**src/rtl/spi_pkg.sv**
```systemverilog
// spi_pkg: shared types and constants for the spi_shifter SPI mode-0 master.
package spi_pkg;

    // Transfer sequencer states: one LOW/HIGH pair per bit, then a single DONE cycle.
    typedef enum logic [1:0] {
        IDLE = 2'd0,
        LOW  = 2'd1,
        HIGH = 2'd2,
        DONE = 2'd3
    } spi_state_t;

    // Bit-order encoding of lsb_first_in.
    localparam logic MSB_FIRST = 1'b0;
    localparam logic LSB_FIRST = 1'b1;

endpackage

```
**src/rtl/spi_clk_div.sv**
```systemverilog
// spi_clk_div: SCLK half-period down-counter. A load restarts the count at
// load_val_i; tick_o is high in the last cycle of the half-period, so a
// half-period lasts load_val_i+1 cycles (2^DIV_WIDTH for the all-ones value).
module spi_clk_div #(
    parameter int DIV_WIDTH = 8
) (
    input  logic                 clk_i,
    input  logic                 reset_i,
    input  logic                 load_i,
    input  logic [DIV_WIDTH-1:0] load_val_i,
    output logic                 tick_o
);

    localparam logic [DIV_WIDTH-1:0] CNT_ONE = DIV_WIDTH'(1);

    logic [DIV_WIDTH-1:0] cnt_q, cnt_d;

    // Next count: reload on request, otherwise count down and park at zero.
    always_comb begin
        // NOTE: default first so every path assigns cnt_d and no latch is inferred.
        cnt_d = cnt_q;
        if (load_i) begin
            cnt_d = load_val_i;
        end else if (cnt_q != '0) begin
            cnt_d = cnt_q - CNT_ONE;
        end
    end

    // Counter register with synchronous reset.
    always_ff @(posedge clk_i) begin
        // NOTE: non-blocking so every register samples pre-edge values, independent of block order.
        if (reset_i) begin
            cnt_q <= '0;
        end else begin
            cnt_q <= cnt_d;
        end
    end

    assign tick_o = (cnt_q == '0);

endmodule

```
**src/rtl/spi_shifter.sv**
```systemverilog
// spi_shifter: SPI mode-0 master, one WIDTH-bit full-duplex word per request,
// runtime SCLK divider and bit order. Optional active-low chip select output
// cs_n_out is present when the macro SPI_SHIFTER_CS_EN is defined.
module spi_shifter
    import spi_pkg::*;
#(
    parameter int WIDTH     = 8,
    parameter int DIV_WIDTH = 8
) (
    input  logic                 clk_in,
    input  logic                 reset_in,
    input  logic                 start_in,
    input  logic [WIDTH-1:0]     data_in,
    input  logic                 lsb_first_in,
    input  logic [DIV_WIDTH-1:0] div_in,
    output logic                 ready_out,
    output logic                 done_out,
    output logic [WIDTH-1:0]     data_out,
    output logic                 sclk_out,
    output logic                 mosi_out,
    input  logic                 miso_in
`ifdef SPI_SHIFTER_CS_EN
    ,
    output logic                 cs_n_out
`endif
);

    localparam int               CNT_W   = $clog2(WIDTH + 1);
    localparam logic [CNT_W-1:0] BITS    = CNT_W'(WIDTH);
    localparam logic [CNT_W-1:0] CNT_ONE = CNT_W'(1);

    spi_state_t           state_q, state_d;
    logic [WIDTH-1:0]     tx_q, tx_d;
    logic [WIDTH-1:0]     rx_q, rx_d;
    logic [WIDTH-1:0]     data_q, data_d;
    logic [CNT_W-1:0]     cnt_q, cnt_d;
    logic                 lsb_q, lsb_d;
    logic [DIV_WIDTH-1:0] div_q, div_d;
    logic                 sclk_q, sclk_d;
    logic                 mosi_q, mosi_d;
    logic                 accept;
    logic                 tick;
    logic                 last_bit;
    logic                 div_load;
    logic [DIV_WIDTH-1:0] div_load_val;

    // Ready is forced low during reset even though the state is already IDLE.
    assign ready_out = (state_q == IDLE) && !reset_in;
    assign accept    = ready_out && start_in;
    // The bit counter advances on HIGH entry, so in HIGH it equals bits received.
    assign last_bit  = (cnt_q >= BITS);

    spi_clk_div #(
        .DIV_WIDTH (DIV_WIDTH)
    ) u_clk_div (
        .clk_i      (clk_in),
        .reset_i    (reset_in),
        .load_i     (div_load),
        .load_val_i (div_load_val),
        .tick_o     (tick)
    );

    // Sequencer next state: each SCLK level ends on a divider tick.
    always_comb begin
        state_d = state_q;
        unique case (state_q)
            IDLE: if (accept) state_d = LOW;
            LOW:  if (tick)   state_d = HIGH;
            HIGH: if (tick)   state_d = last_bit ? DONE : LOW;
            DONE: state_d = IDLE;
            default: state_d = IDLE;
        endcase
    end

    // Datapath next state: capture on accept, sample MISO entering HIGH, shift MOSI entering LOW.
    always_comb begin
        tx_d         = tx_q;
        rx_d         = rx_q;
        data_d       = data_q;
        cnt_d        = cnt_q;
        lsb_d        = lsb_q;
        div_d        = div_q;
        mosi_d       = mosi_q;
        div_load     = 1'b0;
        div_load_val = div_q;

        if (accept) begin
            tx_d         = data_in;
            rx_d         = '0;
            cnt_d        = '0;
            lsb_d        = lsb_first_in;
            div_d        = div_in;
            div_load     = 1'b1;
            div_load_val = div_in;
            mosi_d       = (lsb_first_in == LSB_FIRST) ? data_in[0] : data_in[WIDTH-1];
        end

        if (state_q == LOW && tick) begin
            div_load = 1'b1;
            cnt_d    = cnt_q + CNT_ONE;
            if (lsb_q == LSB_FIRST) begin
                rx_d = {miso_in, rx_q[WIDTH-1:1]};
            end else begin
                rx_d = {rx_q[WIDTH-2:0], miso_in};
            end
        end

        if (state_q == HIGH && tick) begin
            div_load = 1'b1;
            if (last_bit) begin
                data_d = rx_q;
            end else if (lsb_q == MSB_FIRST) begin
                tx_d   = {tx_q[WIDTH-2:0], 1'b0};
                mosi_d = tx_q[WIDTH-2];
            end else begin
                tx_d   = {1'b0, tx_q[WIDTH-1:1]};
                mosi_d = tx_q[1];
            end
        end

        // SCLK is a register that follows the next state, so it never glitches.
        sclk_d = (state_d == HIGH);
    end

    // State and datapath registers with synchronous reset.
    always_ff @(posedge clk_in) begin
        if (reset_in) begin
            state_q <= IDLE;
            tx_q    <= '0;
            rx_q    <= '0;
            data_q  <= '0;
            cnt_q   <= '0;
            lsb_q   <= 1'b0;
            div_q   <= '0;
            sclk_q  <= 1'b0;
            mosi_q  <= 1'b0;
        end else begin
            state_q <= state_d;
            tx_q    <= tx_d;
            rx_q    <= rx_d;
            data_q  <= data_d;
            cnt_q   <= cnt_d;
            lsb_q   <= lsb_d;
            div_q   <= div_d;
            sclk_q  <= sclk_d;
            mosi_q  <= mosi_d;
        end
    end

    assign done_out = (state_q == DONE);
    assign data_out = data_q;
    assign sclk_out = sclk_q;
    assign mosi_out = mosi_q;

`ifdef SPI_SHIFTER_CS_EN
    logic cs_n_q;

    // Chip select is low from LOW entry through the DONE cycle.
    always_ff @(posedge clk_in) begin
        if (reset_in) begin
            cs_n_q <= 1'b1;
        end else begin
            cs_n_q <= (state_d == IDLE);
        end
    end

    assign cs_n_out = cs_n_q;
`endif

endmodule

```
**config.mk**
```make
export PLATFORM = sky130hd
export DESIGN_NAME = spi_shifter
export DESIGN_NICKNAME = d
export VERILOG_FILES = /design/src/rtl/spi_pkg.sv /design/src/rtl/spi_clk_div.sv /design/src/rtl/spi_shifter.sv
export SDC_FILE = /design/constraint.sdc
export NUM_CORES = 1
export LEC_CHECK = 0
export BUFFER_PORTS_ARGS = -buffer_cell sky130_fd_sc_hd__buf_2
export CORE_UTILIZATION = 39
export CTS_CLUSTER_DIAMETER = 50
export DETAILED_ROUTE_END_ITERATION = 8
export GPL_TIMING_DRIVEN = 0
export MAX_ROUTING_LAYER = met4
export RECOVER_POWER = 100
export SLEW_MARGIN = 20
export SYNTH_ARGS = -nofsm -noshare
export SYNTH_HDL_FRONTEND = slang
export SYNTH_SLANG_ARGS = --single-unit
```
**constraint.sdc**
```tcl
create_clock -name clk_in -period 2.2 [get_ports clk_in]
set_clock_uncertainty 0.2 [all_clocks]
set_input_delay 0.44 -clock clk_in [delete_from_list [all_inputs] [get_ports clk_in]]
set_output_delay 0.44 -clock clk_in [all_outputs]
set_load 0.05 [all_outputs]
```
==> results of run 1 <==
sequential cells by signal, summed over array words and instances, names as in the netlist:
signal           cells
data_out             8
div_q                8
rx_q                 8
tx_q                 8
u_clk_div.cnt_q      8
cnt_q                4
state_q              2
lsb_q                1
mosi_out             1
sclk_out             1
cell usage after synthesis, types with 2 or more instances:
| cell | count |
|---|---|
| sky130_fd_sc_hd__or2_1 | 2 |
| sky130_fd_sc_hd__a211oi_1 | 12 |
| sky130_fd_sc_hd__nor3_1 | 3 |
| sky130_fd_sc_hd__a311oi_1 | 10 |
| sky130_fd_sc_hd__a21boi_0 | 2 |
| sky130_fd_sc_hd__dfxtp_1 | 49 |
| sky130_fd_sc_hd__ha_1 | 4 |
| sky130_fd_sc_hd__and2_1 | 2 |
| sky130_fd_sc_hd__a31oi_1 | 2 |
| sky130_fd_sc_hd__nor2b_1 | 10 |
| sky130_fd_sc_hd__clkbuf_1 | 10 |
| sky130_fd_sc_hd__mux2i_1 | 15 |
| sky130_fd_sc_hd__a21oi_1 | 25 |
| sky130_fd_sc_hd__mux2_2 | 9 |
| sky130_fd_sc_hd__inv_1 | 7 |
| sky130_fd_sc_hd__nor2_1 | 14 |
| sky130_fd_sc_hd__buf_2 | 5 |
| sky130_fd_sc_hd__nand2_1 | 41 |
| sky130_fd_sc_hd__nand3_1 | 15 |
| sky130_fd_sc_hd__xor2_1 | 4 |
worst min-delay path, cell delays in order:
cell and delay [ns]:
sky130_fd_sc_hd__buf_2 0.07, sky130_fd_sc_hd__mux2i_1 0.06, sky130_fd_sc_hd__nor2_1 0.08
worst max path at each step:
stage                                  start            endpoint  slack (ns)  cells past startpoint
final                     u_clk_div.cnt_q[0]  u_clk_div.cnt_q[3]        0.13                      8
after global routing      u_clk_div.cnt_q[0]             tx_q[7]        0.01                      8
after CTS                 u_clk_div.cnt_q[0]             tx_q[7]        0.02                      6
after detailed placement            reset_in  u_clk_div.cnt_q[4]       -0.16                      5
after global placement              reset_in             tx_q[7]       -0.19                      5
after floorplan                     reset_in           ready_out        0.08                      3
area by class of cell:
class                           instances  area (µm²)
Fill cell                             555        2930
Multi-Input combinational cell        190        1260
Sequential cell                        49         981
Timing Repair Buffer                   37         188
Tap cell                               72        90.1
Buffer                                 17        83.8
Clock buffer                            6        72.6
Inverter                                7        26.3
Clock inverter                          2        10.0
power by group:
| group | total, mW | leakage, nW | internal, mW | switching (mW) |
|---|---|---|---|---|
| sequential | 1.09 | 0.399 | 0.986 | 0.0997 |
| clock | 0.514 | 0.0450 | 0.221 | 0.293 |
| combinational | 0.908 | 0.689 | 0.395 | 0.513 |
logic make-up (layout without fill, tap and decap cells):
family	Yosys count	count (layout)	synth area share
adder cells (fa/ha/maj)	4	4	0.0214
multiplexers	24	24	0.108
XOR/XNOR	5	5	0.0187
AND/OR/NAND/NOR	100	100	0.226
AO/OA/AOI/OAI	57	57	0.161
buffers and inverters	25	69	0.0465
flip-flops	49	49	0.419
per-stage QoR:
stage	area, µm²	utilization	setup slack [ns]	TNS (ns)
3_5_place_dp	2590	0.459	-0.164	-2.20
6_report	2720	0.481	0.133	0
5_1_grt	2720	0.481	0.0146	0
4_1_cts	2680	0.475	0.0188	0
3_3_place_gp	2590	0.459	-0.187	-2.08
2_1_floorplan	2340	-	0.0842	0
layer usage:
layer | up-vias | GRT usage | routed length, µm
li1 | 1024 | - | -
met1 | 947 | 0.261 | 2800
met2 | 44 | 0.280 | 2390
met3 | 6 | 0.0354 | 252
met4 | 0 | 0.0545 | 57
met5 | - | - | 0
repair_timing:
item                                    CTS  global route
gates resized for setup                   2             7
endpoints found under the setup margin   32            34
pin swaps                                 0             2
buffers inserted                          0             6
==> flow_metrics.tcl, run 1 <==
set metrics [dict create \
    outcome "complete, no violations" \
    worst_hold_path.num_cells 3 \
    reg2reg_to "u_clk_div.cnt_q[3]" \
    worstSetupStartpointType "flop" \
    most_frequent_cells_in_the_layout "sky130_fd_sc_hd__dfxtp_1, sky130_fd_sc_hd__nand2_1, sky130_fd_sc_hd__a21oi_1" \
    leakagePower_nw 1.13 \
    synthFlopType "sky130_fd_sc_hd__dfxtp_1" \
    cp.buffers_inverters 4 \
    post_route_cells_drive_above_1_share 0.201 \
    antennaDiodeCount 0 \
    die_area_mm2 0.00631 \
    synthDistinctLibCells 43 \
    drt_drc_violations_left 0 \
    main_area_contributors_after_synthesis "sky130_fd_sc_hd__dfxtp_1, sky130_fd_sc_hd__nand2_1, sky130_fd_sc_hd__mux2i_1" \
    worst-endpoint-arrival_ns 2.08 \
    initial_utilization 0.415 \
    detail_route.wl_per_cell_um 14.5 \
    ir_drop_mv 0.368 \
    worstPathMaxFanout 10 \
    design.core.area_mm2 0.00564 \
    fmaxAchievable_mhz 484 \
    synth.cell_area_mm2 0.00234 \
    mostFrequentLayoutCell "sky130_fd_sc_hd__dfxtp_1" \
    crit_path_max_incr_delay_ns 0.36 \
    final.period_utilization 0.939 \
    detail_route.iter0.violations 77 \
    critical_path.top_delay_family "buffers and inverters" \
    slew_at_the_pin_with_the_worst_max_slew_slack_ns 0.598 \
    synthesis.nets 289 \
    clk_path_buf_depth 2 \
    finalMaxSlewViolations 0 \
    postRouteAntennaNets 0 \
    cp_cell_sequence "inv_1, ha_1, nor3b_1, buf_4, a31oi_2, buf_4, inv_1, a311oi_1" \
    clock_tree.root_cell "sky130_fd_sc_hd__clkbuf_8" \
    ys_seq_area_frac 0.419 \
    detailedRoute.firstPassIterationCount 5 \
    post-synth-top-area-cell "sky130_fd_sc_hd__dfxtp_1" \
    cts_tree "done" \
    synthDominantCellAreaShare 0.419 \
    global_route.overflow_total 0 \
    rrSetupSlack_ns 0.13 \
    timing.final.setup_violations 0 \
    critical_path.reg2reg.startpoint "u_clk_div.cnt_q[0]" \
    first_global_vias 1862 \
    netlist_instances 264 \
    layout.cells.non_filler 380 \
    cap_viol_max_count 0 \
    cts.clk_slew.worst_paths_ns 0.09 \
    die_height_um 79.4 \
    row_count 27 \
    number_of_synthesized_register_bits 49 \
    grt_first_pass_wirelength_mm 9.06 \
    detail_route.vias_per_cell 5.32 \
    dp_cells 367 \
    cts.sink_count 49 \
    r2r.worst_path.cells 8 \
    design_power_mw 2.51 \
    syn_area_per_cell_um2 8.86 \
    holdBufCountCts 0 \
    die_width_um 79.4 \
    combined_global_route_utilization_of_all_metal_layers 0.189 \
    nets 332 \
    holdCritPathClass "primary input to flop" \
    relSlewSlack 0.603 \
    gp_routability_congestion 0.893 \
    critPathSlowestCell "sky130_fd_sc_hd__dfxtp_1" \
    port_buffers 31 \
    synth-edff-count 0 \
    numCtsBuffers 5 \
    final_critical_period_ns 2.07 \
    endpoint_kind "flop" \
    fin_worst_hold_slack_ns 0.194 \
    grt_setup_unrepaired "false" \
    worst_min_delay_path_startpoint "div_in[5]" \
    worst_case_hold_path_end_point "div_q[5]" \
    kind_of_critical_path "flop to flop" \
    ioPinCount 33 \
    detail_route.wirelength_mm 5.49 \
    cts-htree-levels 2 \
    clock_latency_ns 0.30 \
    grt_start_max_net_pins 15 \
    p_per_area_mw_per_mm2 923 \
    syn2layout_area_growth_pct 16.1 \
    asyncSetResetFlopFracSynth 0 \
    timing.critical_path.required_ns 2.22 \
    grt_antenna_before_repair 0 \
    yosys_warnings 0 \
    dp_hpwl_mm 3.76 \
    routed-via-count 2021 \
    timing_hold_violations_final 0 \
]
No activity file was read; power rests on OpenSTA's default activity.
==> run 2: changes to the inputs <==
--- a/config.mk
+++ b/config.mk
@@ -5,6 +5,7 @@
 export SDC_FILE = /design/constraint.sdc
 export NUM_CORES = 1
 export LEC_CHECK = 0
+export ABC_AREA = 1
 export BUFFER_PORTS_ARGS = -buffer_cell sky130_fd_sc_hd__buf_2
 export CORE_UTILIZATION = 39
 export CTS_CLUSTER_DIAMETER = 50
==> flow_metrics.tcl, run 2 <==
set metrics [dict create \
    outcome "complete, no violations" \
    grt_use_met1 0.247 \
    timing.final.setup_violations 0 \
    synth_simple_gate_area_frac 0.332 \
    synthFlopType "sky130_fd_sc_hd__dfxtp_1" \
    detailedRoute.firstPassIterationCount 4 \
    post_cts_resized 0 \
    routed-via-count 2227 \
    yosys_warnings 0 \
    synthTopCellsByCount "sky130_fd_sc_hd__nand2_1, sky130_fd_sc_hd__dfxtp_1, sky130_fd_sc_hd__a21oi_1" \
    first_global_vias 2044 \
    cp.buffers_inverters 2 \
    row_count 28 \
    die_height_um 82.0 \
    cts.sink_count 49 \
    port_buffers 32 \
    leakagePower_nw 1.21 \
    detail_route.vias_per_cell 4.82 \
    drt_drc_violations_left 0 \
    holdCritPathClass "primary input to flop" \
    cts.clk_slew.worst_paths_ns 0.09 \
    finalSetupTns_ns 0 \
    synth.most_common_cell "sky130_fd_sc_hd__nand2_1" \
    numCtsBuffers 5 \
    worstPathMaxFanout 10 \
    endpoint_kind "flop" \
    combined_global_route_utilization_of_all_metal_layers 0.187 \
    fin_area_mm2 0.00277 \
    antennaDiodeCount 0 \
    cts_tree "done" \
    grt_antenna_before_repair 0 \
    syn_area_per_cell_um2 7.17 \
    combPwrFrac 0.378 \
    detail_route.wirelength_mm 5.49 \
    post_route_cells_drive_above_1_share 0.155 \
    clock_tree.root_cell "sky130_fd_sc_hd__clkbuf_8" \
    adder_cell_fraction_of_synth_area 0.0201 \
    clock_latency_ns 0.31 \
    grt_first_pass_wirelength_mm 9.30 \
    slew_at_the_pin_with_the_worst_max_slew_slack_ns 0.598 \
    syn2layout_area_growth_pct 11.0 \
    detail_route.iter0.violations 106 \
    grt_util_met3 0.0367 \
    fin_worst_hold_slack_ns 0.190 \
    placement.setup.worst_slack_ns 0.336 \
    mostFrequentLayoutCell "sky130_fd_sc_hd__nand2_1" \
    placed_area_mm2 0.00275 \
    synth_compound_area_frac 0.154 \
    asyncSetResetFlopFracSynth 0 \
    netlist_instances 348 \
    global_route.peak_usage_layer "met2" \
    nets 412 \
    post-synth-top-area-cell "sky130_fd_sc_hd__dfxtp_1" \
    synth_top_family_by_area "simple AND/OR/NAND/NOR gates" \
    initial_utilization 0.411 \
    crit_path_max_incr_delay_ns 0.33 \
    ys_seq_area_frac 0.393 \
    final_critical_period_ns 1.95 \
    met2_grt_util 0.285 \
    synthDistinctLibCells 33 \
    dp_hpwl_mm 4.02 \
    synth_mux_area_frac 0 \
    die_area_mm2 0.00672 \
    critical_path.top_delay_family "simple AND/OR/NAND/NOR gates" \
    gp_routability_congestion 0.791 \
    synth-edff-count 0 \
    kind_of_critical_path "flop to flop" \
    power_frac_seq 0.408 \
    power_internal_mw 1.58 \
    fmaxAchievable_mhz 514 \
    main_area_contributors_after_synthesis "sky130_fd_sc_hd__dfxtp_1, sky130_fd_sc_hd__nand2_1, sky130_fd_sc_hd__a21oi_1" \
    finalMaxSlewViolations 0 \
    global_route.overflow_total 0 \
    power.net_switching_mw 1.00 \
    holdBufCountCts 0 \
    critPathSlowestCell "sky130_fd_sc_hd__dfxtp_1" \
    cp_cell_sequence "inv_1, ha_1, nand3_2, nor2_8, nand2_4, clkinvlp_4, nor2_2, nand3_1, a21oi_1" \
    synth.cell_area_mm2 0.00249 \
    grt_setup_unrepaired "false" \
    cap_viol_max_count 0 \
    p_per_area_mw_per_mm2 935 \
    timing_hold_violations_final 0 \
    synthesis.nets 373 \
    worstSetupStartpointType "flop" \
    timing.critical_path.required_ns 2.24 \
    die_width_um 82.0 \
    ioPinCount 33 \
    postCtsSetupBuffers 0 \
    p_sw_frac 0.388 \
    synthDominantCellAreaShare 0.393 \
    number_of_synthesized_register_bits 49 \
    most_frequent_cells_in_the_layout "sky130_fd_sc_hd__nand2_1, sky130_fd_sc_hd__dfxtp_1, sky130_fd_sc_hd__a21oi_1" \
    worst-endpoint-arrival_ns 1.98 \
    design.core.area_mm2 0.00606 \
    final.period_utilization 0.884 \
    relSlewSlack 0.603 \
    detail_route.wl_per_cell_um 11.9 \
    clk_path_buf_depth 2 \
    share_clk_of_total_power 0.213 \
    cts-htree-levels 2 \
    grt_start_max_net_pins 14 \
    xor_xnor_fraction_of_synth_area 0.0176 \
    setup_ws_ns 0.254 \
    postRouteAntennaNets 0 \
    design_power_mw 2.59 \
    ir_drop_mv 0.713 \
]
==> run 2: changes by cell type after synthesis, sizes merged, moves of 9 or more <==
cell and delta:
mux2 -9, o21ai +19, mux2i -15, a21oi +21
a211oi -12, nor2b -10, a311oi -10, nand2 +84
inv +21, nand3 +9
==> run 2: layout make-up <==
cell class                      count  area, µm²
Buffer                             15       83.8
Fill cell                         657       3290
Clock buffer                        7       86.3
Inverter                           30        118
Timing Repair Buffer               32        145
Sequential cell                    49        981
Tap cell                           75       93.8
Multi-Input combinational cell    254       1260
==> run 2: final timing paths <==
kind,slack [ns],startpoint,cells past startpoint,to
hold reg to reg,0.27,data_out[0],2,data_out[0]
hold / removal,0.19,data_in[3],3,tx_q[3]
setup reg to reg,0.25,u_clk_div.cnt_q[0],9,u_clk_div.cnt_q[2]
setup / recovery,0.25,u_clk_div.cnt_q[0],9,u_clk_div.cnt_q[2]
==> run 2: through the flow <==
step	util	instances
after detailed placement	0.453	455
after CTS	0.468	462
final	0.457	462
after floorplan	-	348
after global routing	0.457	462
after global placement	0.453	455
==> run 2: kinds of logic (layout without fill, tap and decap cells) <==
family / count (synthesis) / count (layout)
and+or+nand+nor: 176 / 176
buffers and inverters: 45 / 84
adders and majority gates: 4 / 4
DFF: 49 / 49
xor gates and xnor gates: 5 / 5
AOI/OAI and AO/OA: 69 / 69
==> run 2: power by group through the flow <==
stage	clock network (mW)	registers [mW]	logic [mW]
after CTS	0.570	1.06	1.03
after floorplan	0	1.08	0.830
final	0.552	1.06	0.979
after global routing	0.601	1.07	1.12
after global placement	0	1.08	1.02
after detailed placement	0	1.08	1.03
==> run 2: tightest hold or removal path, cell delays in order <==
cell and delay (ns):
sky130_fd_sc_hd__buf_2 0.09, sky130_fd_sc_hd__nand2_1 0.05, sky130_fd_sc_hd__a31oi_1 0.07
==> run 2: metal layers <==
layer	share of wire	up-vias
met3	0.029	6
met4	0.013	0
met2	0.44	28
met1	0.52	1003
met5	0	-
li1	-	1190
==> run 3: changes to the inputs <==
--- a/config.mk
+++ b/config.mk
@@ -13,7 +13,7 @@
 export GPL_TIMING_DRIVEN = 0
 export MAX_ROUTING_LAYER = met4
 export RECOVER_POWER = 100
-export SLEW_MARGIN = 20
+export SLEW_MARGIN = 0
 export SYNTH_ARGS = -nofsm -noshare
 export SYNTH_HDL_FRONTEND = slang
 export SYNTH_SLANG_ARGS = --single-unit
==> constraint.sdc (replaced) <==
create_clock -name clk_in -period 1.95 [get_ports clk_in]
set_clock_uncertainty 0.2 [all_clocks]
set_input_delay 0.39 -clock clk_in [delete_from_list [all_inputs] [get_ports clk_in]]
set_output_delay 0.39 -clock clk_in [all_outputs]
set_load 0.05 [all_outputs]
==> flow_metrics.tcl, run 3 (synthesis results as in run 2) <==
set metrics [dict create \
    outcome "complete, no violations" \
    worstPathMaxFanout 10 \
    final.period_utilization 0.935 \
    mostFrequentLayoutCell "sky130_fd_sc_hd__nand2_1" \
    fmaxAchievable_mhz 548 \
    cts.clk_slew.worst_paths_ns 0.09 \
    clock_tree.root_cell "sky130_fd_sc_hd__clkbuf_8" \
    numCtsBuffers 5 \
    die_width_um 82.0 \
    routed-via-count 2231 \
    slew_at_the_pin_with_the_worst_max_slew_slack_ns 0.598 \
    grt_first_pass_wirelength_mm 9.30 \
    cap_viol_max_count 0 \
    fin_util 0.462 \
    syn2layout_area_growth_pct 12.3 \
    antennaDiodeCount 0 \
    die_height_um 82.0 \
    design_power_mw 2.97 \
    most_frequent_cells_in_the_layout "sky130_fd_sc_hd__nand2_1, sky130_fd_sc_hd__dfxtp_1, sky130_fd_sc_hd__a21oi_1" \
    ioPinCount 33 \
    initial_utilization 0.411 \
    global_route.overflow_total 0 \
    grt_start_max_net_pins 14 \
    nFillCells 649 \
    dp_hpwl_mm 4.02 \
    nets 412 \
    detail_route.wirelength_mm 5.49 \
    cts_tree "done" \
    relSlewSlack 0.603 \
    grt_setup_unrepaired "false" \
    grt_util_met3 0.0367 \
    detail_route.iter0.violations 87 \
    met2_grt_util 0.285 \
    kind_of_critical_path "flop to flop" \
    timing_hold_violations_final 0 \
    global_route.peak_usage_layer "met2" \
    dp_cells 455 \
    port_buffers 32 \
    clock_latency_ns 0.31 \
    endpoint_kind "flop" \
    timing.final.setup_violations 0 \
    holdCritPathClass "primary input to flop" \
    row_count 28 \
    layout.cells.non_filler 462 \
    timing.critical_path.required_ns 1.99 \
    postRouteAntennaNets 0 \
    grt_use_met1 0.247 \
    worstSetupStartpointType "flop" \
    drt_drc_violations_left 0 \
    combined_global_route_utilization_of_all_metal_layers 0.187 \
    ir_drop_mv 0.868 \
    post_route_cells_drive_above_1_share 0.178 \
    placement.setup.worst_slack_ns 0.136 \
    design.core.area_mm2 0.00606 \
    detailedRoute.firstPassIterationCount 4 \
    setup_ws_ns 0.126 \
    detail_route.wl_per_cell_um 11.9 \
    detail_route.vias_per_cell 4.83 \
    gp_routability_congestion 0.791 \
    final_critical_period_ns 1.82 \
    grt_antenna_before_repair 0 \
    clk_path_buf_depth 2 \
    leakagePower_nw 1.22 \
    first_global_vias 2044 \
    die_area_mm2 0.00672 \
    cts.sink_count 49 \
    p_per_area_mw_per_mm2 1060 \
    worst-endpoint-arrival_ns 1.86 \
    cts-htree-levels 2 \
    finalMaxSlewViolations 0 \
    finalSetupTns_ns 0 \
]
==> run 3: cell count changes in the layout (fill, tap and decap cells not counted), moves of 2 or more <==
cell	change
sky130_fd_sc_hd__nor2_1	-2
sky130_fd_sc_hd__nand3_1	-3
sky130_fd_sc_hd__nand2_2	+2
sky130_fd_sc_hd__buf_2	+2
sky130_fd_sc_hd__nand2_1	-2
sky130_fd_sc_hd__clkbuf_1	-2
sky130_fd_sc_hd__nand3_4	+2
sky130_fd_sc_hd__nor2_2	+2
==> run 3: final timing paths <==
check / startpoint / end / slack [ns] / cells past startpoint
max reg2reg: u_clk_div.cnt_q[0] / tx_q[5] / 0.13 / 9
max: u_clk_div.cnt_q[0] / tx_q[5] / 0.13 / 9
min reg2reg: data_out[0] / data_out[0] / 0.27 / 2
min: data_in[3] / tx_q[3] / 0.14 / 3
==> run 3: final cells by class <==
type,instances,area (µm²),area share
multi-input combinational,254,1300,0.463
tap,75,93.8,0.0335
timing repair buffer,32,146,0.0523
inverter,30,116,0.0415
clock buffer,7,86.3,0.0308
sequential,49,981,0.350
buffer,15,81.3,0.0290
==> run 3: critical path, cell delays in order (launching register included) <==
cell and delay (ns):
sky130_fd_sc_hd__dfxtp_1 0.32, sky130_fd_sc_hd__inv_1 0.10, sky130_fd_sc_hd__ha_1 0.21, sky130_fd_sc_hd__nand3_2 0.13, sky130_fd_sc_hd__nor2_8 0.21, sky130_fd_sc_hd__nand3_4 0.12, sky130_fd_sc_hd__buf_4 0.21, sky130_fd_sc_hd__nand3_2 0.07
sky130_fd_sc_hd__nand2_1 0.04, sky130_fd_sc_hd__a21oi_1 0.13
==> run 3: routing by layer <==
metal | wire (µm) | share of wire
met1 | 2780 | 0.51
met2 | 2430 | 0.44
met3 | 205 | 0.037
met4 | 72 | 0.013
met5 | 0 | 0
==> run 3: stage by stage <==
stage	hold WS, ns	area, µm²
final	0.139	2800
after global routing	0.156	2800
after CTS	0.134	2830
after detailed placement	0.250	2750
after global placement	0.250	2750
after floorplan	0.248	2490
==> run 3: repair_timing <==
item,4_1_cts,5_1_grt
hold buffers,0,0
endpoints found under the hold margin,0,0
gates resized for setup,0,1
endpoints found under the setup margin,0,11
setup buffers,0,0
==> run 3: report_power, final <==
group	total (mW)	switching (mW)	internal, mW
Clock	0.621	0.339	0.282
Combinational	1.16	0.758	0.398
Sequential	1.19	0.0758	1.12
